[src/rtl/delay_line_cfg.sv]
// rtl/delay_line_cfg.sv - runtime-configurable multi-channel valid-tracked delay line
// Optional macro DELAY_LINE_DATA_RESET_EN adds a reset to the data registers.
module delay_line_cfg #(
  parameter int DATA      = 32,
  parameter int CH        = 1,
  parameter int MAX_DEPTH = 8,
  parameter int DEF_DEPTH = 4,
  localparam int DW       = $clog2(MAX_DEPTH + 1)
) (
  input  logic               clk,
  input  logic               reset,
  input  logic               en,
  input  logic               flush,
  input  logic [CH*DATA-1:0] data_in,
  input  logic               valid_in,
  input  logic               cfg_load,
  input  logic [DW-1:0]      cfg_depth,
  output logic [CH*DATA-1:0] data_out,
  output logic               valid_out,
  output logic [DW-1:0]      depth_cur,
  output logic [DW-1:0]      inflight,
  output logic               busy,
  output logic               cfg_err
);

  localparam logic [DW-1:0] MAX_D = DW'(MAX_DEPTH);
  localparam logic [DW-1:0] DEF_D = DW'(DEF_DEPTH);

  logic [MAX_DEPTH:1] v;
  logic [CH*DATA-1:0] s [1:MAX_DEPTH];

  logic               cfg_ok;
  logic               shift;
  logic               tap_v;
  logic [CH*DATA-1:0] tap_data;
  logic               inc;
  logic               dec;

  // A new depth is only taken when nothing can be lost, or the line is being flushed anyway.
  assign cfg_ok = cfg_load && (cfg_depth <= MAX_D) && ((inflight == '0) || flush);
  assign shift  = en && !flush && !cfg_ok;

  always_comb begin
    tap_v    = 1'b0;
    tap_data = data_in;
    for (int k = 1; k <= MAX_DEPTH; k++) begin
      if (depth_cur == DW'(k)) begin
        tap_v    = v[k];
        tap_data = s[k];
      end
    end
  end

  assign inc = valid_in && (depth_cur != '0);
  assign dec = tap_v;

  assign data_out  = tap_data;
  assign valid_out = !flush && !cfg_ok && en && ((depth_cur == '0) ? valid_in : tap_v);
  assign busy      = (inflight != '0);

  always_ff @(posedge clk or posedge reset) begin
    if (reset) begin
      v         <= '0;
      depth_cur <= DEF_D;
      inflight  <= '0;
      cfg_err   <= 1'b0;
    end else begin
      cfg_err <= cfg_load && !cfg_ok;
      if (cfg_ok) begin
        depth_cur <= cfg_depth;
        v         <= '0;
        inflight  <= '0;
      end else if (flush) begin
        v        <= '0;
        inflight <= '0;
      end else if (en) begin
        v[1] <= valid_in;
        for (int k = 2; k <= MAX_DEPTH; k++) begin
          v[k] <= v[k-1];
        end
        case ({inc, dec})
          2'b10:   inflight <= inflight + DW'(1);
          2'b01:   inflight <= inflight - DW'(1);
          default: inflight <= inflight;
        endcase
      end
    end
  end

`ifdef DELAY_LINE_DATA_RESET_EN
  always_ff @(posedge clk or posedge reset) begin
    if (reset) begin
      for (int k = 1; k <= MAX_DEPTH; k++) begin
        s[k] <= '0;
      end
    end else if (shift) begin
      s[1] <= data_in;
      for (int k = 2; k <= MAX_DEPTH; k++) begin
        s[k] <= s[k-1];
      end
    end
  end
`else
  // No reset on the data path so the chain can map onto shift-register primitives.
  always_ff @(posedge clk) begin
    if (shift) begin
      s[1] <= data_in;
      for (int k = 2; k <= MAX_DEPTH; k++) begin
        s[k] <= s[k-1];
      end
    end
  end
`endif

endmodule

[config.mk]
export PLATFORM = sky130hd
export DESIGN_NAME = delay_line_cfg
export DESIGN_NICKNAME = d
export VERILOG_FILES = /design/src/rtl/delay_line_cfg.sv
export SDC_FILE = /design/constraint.sdc
export NUM_CORES = 1
export LEC_CHECK = 0
export CAP_MARGIN = 20
export CORE_MARGIN = 5
export CORE_UTILIZATION = 40
export CTS_BUF_LIST = sky130_fd_sc_hd__clkbuf_8
export DETAILED_ROUTE_END_ITERATION = 10
export SLEW_MARGIN = 20
export SYNTH_ARGS = -nofsm -noshare
export SYNTH_HDL_FRONTEND = slang
export SYNTH_SLANG_ARGS = --single-unit
[constraint.sdc]
create_clock -name clk -period 17.26 [get_ports clk]
set_clock_uncertainty 0.1 [all_clocks]
set_input_delay 3.452 -clock clk [delete_from_list [all_inputs] [get_ports clk]]
set_output_delay 3.452 -clock clk [all_outputs]
set_load 0.1 [all_outputs]
==> results of run 1 <==
## logic make-up (layout without fill, tap and decap cells)
| logic type | after synthesis | count (layout) |
|---|---|---|
| buf+inv | 76 | 194 |
| compound gates | 283 | 283 |
| simple gates | 173 | 173 |
| mux | 42 | 42 |
| flops | 273 | 273 |
| fa+ha+maj | 4 | 4 |
| xor+xnor | 3 | 3 |
## worst max-delay path by stage
| stage | cells past startpoint | end | slack [ps] | from |
|---|---|---|---|---|
| finish | 5 | valid_out | 7440 | flush |
| global route | 5 | valid_out | 7290 | flush |
| CTS | 5 | valid_out | 7400 | flush |
| detailed placement | 5 | valid_out | 7420 | flush |
| global placement | 6 | valid_out | 7490 | cfg_depth[0] |
| floorplan | 4 | s[0][100] | 1540 | flush |
## worst max-delay path, cell delays in order
cell and delay [ps]:
clkdlybuf4s50_1 430, o211ai_1 380, nand2b_1 420, a311oi_1 400
clkdlybuf4s50_1 1200
## layer usage
layer	wire, µm	part of all wire	global-route usage	vias to the layer above
met2	12500	0.45	0.248	235
met5	0	0	0	-
met4	556	0.020	0.0513	0
li1	-	-	-	3576
met1	13300	0.48	0.236	3925
met3	1620	0.058	0.0343	45
## final cells by class
| type | instances | area share |
|---|---|---|
| Clock buffer | 54 | 0.0528 |
| Tap cell | 390 | 0.0347 |
| Timing Repair Buffer | 100 | 0.0697 |
| Sequential cell | 273 | 0.577 |
| Multi-Input combinational cell | 505 | 0.249 |
| Clock inverter | 35 | 0.0153 |
| Inverter | 5 | 0.00133 |
## placed cells by master (no fill, tap or decap), drive strengths merged, types with 3 or more instances in the layout
master and n:
edfxtp 256, clkdlybuf4s50 84, a21oi 84, clkbuf 54
nand2 41, nand2b 35, mux2i 35, nor2 31
o21ai 31, inv 27, a22oi 21, o211a 21
o22ai 21, o2bb2ai 21, a2bb2oi 20, or3 20
a222oi 20, buf 16, dfrtp 16, nor2b 12
nor4 9, clkinv 9, mux2 7, nor3b 6
nand3 5, and2 5, o311ai 5, o2111ai 4
o21bai 4, a22o 4, o21a 4, o32ai 4
a311o 4, ha 4, o31ai 3, bufinv 3
## sequential cells by signal, summed over array words and instances, names as in the netlist
name       cells
depth_cur      4
s            256
cfg_err        1
v              8
inflight       4
## power by group through the flow
stage / clock network [mW] / registers (mW) / logic [mW]
floorplan: 0 / 0.815 / 0.562
global placement: 0 / 0.816 / 0.730
detailed placement: 0 / 0.816 / 0.730
CTS: 0.605 / 0.803 / 0.733
global route: 0.640 / 0.809 / 0.768
finish: 0.589 / 0.803 / 0.730
==> impl_metrics.toml, run 1 <==
[outcome]
status = "complete, no violations"

[place]
hpwl_um = 15500
gp_congestion = 0.759
dp.cells = 1272
port-buffer-count = 84
pre_cts_slack_ps = 7420
place_area_um2 = 13100

[drt]
dr.pass1.iters = 5
routed_wl_um = 27900
vias_per_cell = 5.71
vias = 7781
ant_nets = 0
initialDrtViolationCount = 719
avgRoutedWirePerCell_um = 20.5
drc = 0

[worst_hold_path]
hp-start = "s[0][148]"
whs_endpoint = "s[0][180]"
hold_path_depth = 0
hp-class = "reg -> reg"

[timing]
slew_viol_final = 0
max_freq_mhz = 102
fin_hold_ws_ps = 341
post-route-min-period_ps = 9820
finalSetupViolCount = 0
rsz0062_at_grt = "false"
period_share = 0.569
hold_violations = 0
worstMarginPinSlew_ps = 1060
slew_headroom = 0.290
fin_ws_ps = 7440
setup_tns_ps = 0

[logic_synthesis]
synth_fa_ha_area_frac = 0.00420
synthXorXnorAreaFrac = 0.00220
synth_compound_area_frac = 0.169
synth_mux_area_frac = 0.0360
synth_common_cells = "edfxtp_1 (256), a21oi_1 (83), nand2_1 (41), mux2i_1 (35), nand2b_1 (35)"
yosysMostFrequentCell = "edfxtp_1"
syn_nets = 900
synthSimpleGateAreaFrac = 0.0788
netlist.area_leader.share = 0.645
ys_types = 63
synth_seq_cells = 273
synth_top_family_by_area = "compound AO/OA/AOI/OAI gates"
synthCells = 854
synth-main-ff-cell = "edfxtp_1"
netlist_area_um2 = 11900
synth_area_per_cell_um2 = 14.0
yosys_warnings = 0
yosysTopAreaCell = "edfxtp_1"
synth_area_leaders = "edfxtp_1 (64%), a21oi_1 (3.5%), dfrtp_1 (3.4%)"
synthArstFlopShare = 0.0623
synth-edff-count = 256
ys_seq_area_frac = 0.681

[power]
finalPower_mw = 2.12
leakagePower_nw = 4.89
pwr-share-clk = 0.277
ir_drop_mv = 0.0812
p_sw_mw = 0.825
combPwrFrac = 0.344
seq_power_share = 0.379
pwr_density_cell_nw_per_um2 = 151
p_sw_frac = 0.389
intPower_mw = 1.30

[global_route]
grt_usage = 0.163
grt_overflow_total = 0
antenna_found_initial = 0
grt_pass1_wl_um = 44300
grt_pass1_vias = 7889
grt_max_degree = 87

[clock_network]
root_buffer = "clkbuf_8"
clockBufferDepth = 3
clk_latency_ps = 550
cts_tree = "built"
path_clk_slew_ps = 60
clock_sinks = 273
postCtsSetupRepairBufs = 0
numCtsBuffers = 49
h-tree-depth = 2
cts_resized = 0
hold_buffers = 0

[final_layout]
antenna_cells = 0
final_nets = 980
seq_area_um2 = 8120
finalInstanceArea_um2 = 14100
areaGrowthSynthToFinish_pct = 18.0
multi_input_area_um2 = 3500
post_route_cells_drive_above_1_share = 0.103
final_util = 0.476
final.fill_count = 2615
layoutNonFillerInstCount = 1362

[critical_path]
cp.required_ps = 13710
setup.worst_path.start_class = "primary input"
crit_type = "in -> out"
rr_worst_depth = 11
r2r-start = "depth_cur[1]"
timing.rr.end = "inflight[3]"
critPathCaptureType = "output pin"
ff2ff_setup_slack_ps = 12930
worstPathMaxFanout = 14
crit_arrival_ps = 6270

[floorplanning]
die_y_um = 183
ioPinCount = 85
dieArea_um2 = 33400
die_w_um = 183
rows = 63
core-area_um2 = 29600
initial_core_util = 0.403

[job]
maxCapViolations = 0
Note: power is estimated with default switching activity, not from simulation.
==> run 2, diff against run 1 <==
==> constraint.sdc (replaced) <==
create_clock -name clk -period 10.15 [get_ports clk]
set_clock_uncertainty 0.1 [all_clocks]
set_input_delay 2.03 -clock clk [delete_from_list [all_inputs] [get_ports clk]]
set_output_delay 2.03 -clock clk [all_outputs]
set_load 0.1 [all_outputs]
==> run 2 against run 1 <==
Net effect:
- register-to-register slack worse by 6900 ps
- setup slack worse by 4300 ps
- flip-flop and latch count unchanged
- cell count down 0.15%
- hold slack worse by 3.3 ps
- wire length about the same
- largest power group unchanged
==> impl_metrics.toml, run 2 (synthesized netlist as in run 1, its figures left out) <==
[global_route]
grt_overflow_total = 0
grt_pass1_vias = 7868
grt_pass1_wl_um = 44200
antenna_found_initial = 1
grt_max_degree = 89
grt_usage = 0.164

[power]
p_sw_mw = 1.40
seq_power_share = 0.382
finalPower_mw = 3.53
pwr_density_cell_nw_per_um2 = 253
p_sw_frac = 0.397
combPwrFrac = 0.354
pwr-share-clk = 0.264
intPower_mw = 2.13
leakagePower_nw = 4.83
ir_drop_mv = 0.147

[place]
pre_cts_slack_ps = 3160
dp.cells = 1272
hpwl_um = 14900
place_area_um2 = 13100
gp_congestion = 0.763
port-buffer-count = 84

[clock_network]
h-tree-depth = 2
numCtsBuffers = 48
clockBufferDepth = 3
root_buffer = "clkbuf_8"
clock_sinks = 273
path_clk_slew_ps = 60
postCtsSetupRepairBufs = 0
cts_tree = "built"
cts_resized = 0
hold_buffers = 0
clk_latency_ps = 540

[floorplanning]
initial_core_util = 0.403
dieArea_um2 = 33400
core-area_um2 = 29600
die_y_um = 183
die_w_um = 183
rows = 63
ioPinCount = 85

[critical_path]
cp.required_ps = 8020
critPathCaptureType = "output pin"
setup.worst_path.start_class = "flop"
crit_type = "reg -> out"
crit_arrival_ps = 4900
worstPathMaxFanout = 64

[final_layout]
top_regs = "s (256), v (8)"
final.fill_count = 2607
layoutNonFillerInstCount = 1360
top_register = "s"
final_nets = 978
finalInstanceArea_um2 = 14000
mostFrequentLayoutCells = "edfxtp_1 (256), clkdlybuf4s50_1 (84), a21oi_1 (83), clkbuf_8 (51), nand2_1 (41)"
antenna_cells = 0
areaGrowthSynthToFinish_pct = 17.1
layout_commonest_cell = "edfxtp_1"
post_route_cells_drive_above_1_share = 0.100
final_util = 0.472
largest_register_ffs = 256

[job]
maxCapViolations = 0

[timing]
period_share = 0.692
slew_viol_final = 0
fin_hold_ws_ps = 338
slew_headroom = 0.311
setup_tns_ps = 0
max_freq_mhz = 142
fin_ws_ps = 3120
post-route-min-period_ps = 7030
finalSetupViolCount = 0
hold_violations = 0
rsz0062_at_grt = "false"
worstMarginPinSlew_ps = 1030

[worst_hold_path]
hp-class = "reg -> reg"

[drt]
dr.pass1.iters = 7
avgRoutedWirePerCell_um = 20.5
initialDrtViolationCount = 664
vias_per_cell = 5.71
ant_nets = 0
routed_wl_um = 27900
vias = 7771
drc = 0

[outcome]
status = "complete, no violations"
## run 2: layout make-up
type,instances,area (µm²),area share
timing repair buffer,99,957,0.0686
clock inverter,37,171,0.0123
tap,390,488,0.0349
multi-input combinational,505,3500,0.251
inverter,5,18.8,0.00134
sequential,273,8120,0.582
clock buffer,51,702,0.0503
## run 2: final timing paths
path / startpoint / slack, ps / depth (start not counted) / to
min in group asynchronous: reset / 1780 / 2 / inflight[1]
worst min-delay path: s[0][115] / 340 / 0 / s[0][147]
worst max-delay path: depth_cur[1] / 3120 / 7 / data_out[31]
worst min register to register: s[0][115] / 340 / 0 / s[0][147]
worst max register to register: depth_cur[2] / 6050 / 11 / inflight[3]
max in group asynchronous: reset / 7680 / 2 / depth_cur[1]
## run 2: power groups by stage
stage               combinational (mW)  sequential (mW)  clock, mW
global placement                  1.26             1.37          0
floorplan                        0.955             1.38          0
finish                            1.25             1.35      0.933
global route                      1.32             1.36       1.02
CTS                               1.26             1.35      0.963
detailed placement                1.26             1.37          0
## run 2: critical path: stages, from the launching register on
cell and delay [ps]:
dfrtp_4 870, buf_4 700, nor4bb_4 690, buf_4 350
a22oi_1 90, o211a_1 170, o21ai_1 260, clkdlybuf4s50_1 1190
## run 2: routing by layer
metal,vias to the layer above,global-route usage,share of wire
li1,3570,-,-
met2,238,0.252,0.46
met1,3922,0.239,0.47
met5,-,0,0.00043
met4,2,0.0459,0.018
met3,39,0.0331,0.055
==> patch, RTL diff (config.mk and constraints of run 2) <==
Put a register stage on the outputs `data_out`, `valid_out` and `busy`, without a reset. The values now appear one clock later. The other outputs are not delayed to match.
--- a/src/rtl/delay_line_cfg.sv
+++ b/src/rtl/delay_line_cfg.sv
@@ -55,7 +55,9 @@
   assign dec = tap_v;
 
-  assign data_out  = tap_data;
-  assign valid_out = !flush && !cfg_ok && en && ((depth_cur == '0) ? valid_in : tap_v);
-  assign busy      = (inflight != '0);
+  always_ff @(posedge clk) begin
+    data_out  <= tap_data;
+    valid_out <= !flush && !cfg_ok && en && ((depth_cur == '0) ? valid_in : tap_v);
+    busy      <= (inflight != '0);
+  end
 
   always_ff @(posedge clk or posedge reset) begin
Function: changed (Yosys sat finds a counterexample within 4 cycles, from zero or initial values and one cycle with reset high).
==> patch against run 2 <==
Maximum frequency rose by 39%. Count of clock-buffer cells in the layout is 9 higher. Total power rose by 8.3%. Routed wire length increased by 2.5%. Final area grew 5.4%. Synthesized area rose by 5.6%. Setup slack better by 2000 ps. Die area increased by 5.3%. Sequential cell count is 34 higher. Largest power group unchanged. Highest routed layer is now met4.
==> patch: results (changes against run 2) <==
[placed_design]
hpwl_um=15700  ; +4.9%
place_inst=1313  ; +3.2%
io_buffer_count=84  ; unchanged
gp_congestion=0.722  ; -5.3%

[setup_path]
max_stage_delay_ps=1270  ; +80 ps
cp_max_fo=60  ; -6.3%
worst_r2r_path_depth=11  ; unchanged
slowest_stage=clkdlybuf4s50_1

[logic_synthesis]
synth_seq_area_share=0.699  ; +0.0179
synth_edf_count=256  ; unchanged
yosysUniqueCellTypes=57  ; -9.5%
synth-warning-count=0  ; unchanged
netlist_top_cells_area=edfxtp_1 (61%), dfxtp_1 (5.4%), dfrtp_1 (3.2%)
synthArstFlopShare=0.0554  ; -0.00690
ys_top_cells_by_count=edfxtp_1 (256), a21oi_1 (74), a22oi_1 (43)
synth_area_per_cell_um2=14.2  ; +2.0%
syn-num-nets=930  ; +3.3%

[detailed_routing]
dr.pass1.iters=5  ; -2
routed_wl_um=28600  ; +2.5%
vias=7929  ; +2.0%
drtIter0Drc=736  ; +11%
wl_per_cell_um=20.3  ; -0.95%

[pwr]
internal_power_mw=2.37  ; +11%
leakage_nw=5.11  ; +5.6%
peakVddDrop_v=0.000148  ; +0.93%

[clocking]
clk_latency_ps=560  ; +20 ps
cts_buffer_depth=3  ; unchanged
root_buffer=clkbuf_8
ctsResizeCount=0  ; unchanged
h-tree-depth=2  ; unchanged
cts_buffers=51  ; +6.3%

[finish]
top_regs=s (256), data_out (32), v (8)
antenna-diode-count=0  ; unchanged
layout.nets=1010  ; +3.3%
drive_above_1_share=0.0975  ; -0.00249

[outcome]
status=completed

[sta]
slew_headroom=0.332  ; +0.0210

[global_route]
grt_use_total=0.158  ; -0.00600
grt_max_degree=168  ; +89%
grt_pass1_wl_um=45300  ; +2.5%
antenna_found_initial=0  ; -1
grt_overflow_total=0  ; unchanged
grt_pass1_vias=8133  ; +3.4%

[hold_path]
worstHoldPathType=reg -> reg

patch: power groups by stage:
stage	registers, mW	logic [mW]	clock network [mW]
detailed placement	1.59	1.26	0
CTS	1.56	1.26	1.05
finish	1.56	1.25	1.01
global placement	1.59	1.25	0
floorplan	2.09	0.448	0
global route	1.58	1.32	1.11
patch: cell families after synthesis:
| kind of cell | Yosys count | share of synthesized area |
|---|---|---|
| flip-flops | 307 | 0.699 |
| AO/OA/AOI/OAI | 298 | 0.165 |
| AND/OR/NAND/NOR | 155 | 0.0733 |
| buffers and inverters | 84 | 0.0296 |
| multiplexers | 33 | 0.0270 |
| adder cells (fa/ha/maj) | 4 | 0.00398 |
| XOR/XNOR | 3 | 0.00209 |
patch: per-layer routing:
layer  vias to the layer above  share of wire  GRT usage
met3                        62          0.053     0.0299
met5                         -              0          0
li1                       3678              -          -
met4                         0          0.022     0.0500
met2                       243           0.47      0.251
met1                      3946           0.46      0.223
patch: stage by stage:
stage	worst slack [ps]	power [mW]	instance area (um2)
after global placement	4390	2.84	13800
final	5100	3.83	14700
after global routing	4990	4.00	14700
after floorplan	194	2.53	12600
after CTS	4930	3.87	14700
after detailed placement	4300	2.84	13800
patch: path summary, 6_finish.rpt:
check                           slack, ps                      from                        to
worst min-delay path                  330       s[0][177]$_DFFE_PP_       s[0][209]$_DFFE_PP_
worst max register to register       6090  depth_cur[2]$_DFFE_PP1P_   inflight[3]$_DFFE_PP0P_
max in group asynchronous            7640                     reset  depth_cur[0]$_DFFE_PP0P_
worst max-delay path                 5100  depth_cur[2]$_DFFE_PP1P_              depth_cur[2]
worst min register to register        330       s[0][177]$_DFFE_PP_       s[0][209]$_DFFE_PP_
min in group asynchronous            1820                     reset   inflight[3]$_DFFE_PP0P_
patch: final cells by class:
| cell class | instances | area, um2 |
|---|---|---|
| clock buffer | 60 | 826 |
| clock inverter | 34 | 131 |
| fill | 2745 | 16600 |
| inverter | 15 | 56.3 |
| multi-input combinational | 493 | 3450 |
| sequential | 307 | 8800 |
| tap | 402 | 503 |
| timing repair buffer | 96 | 947 |
patch: critical path, delay by kind of cell, from the launching register on:
family   cells  cell delay, ps
flops        1             510
buf+inv      2            1850
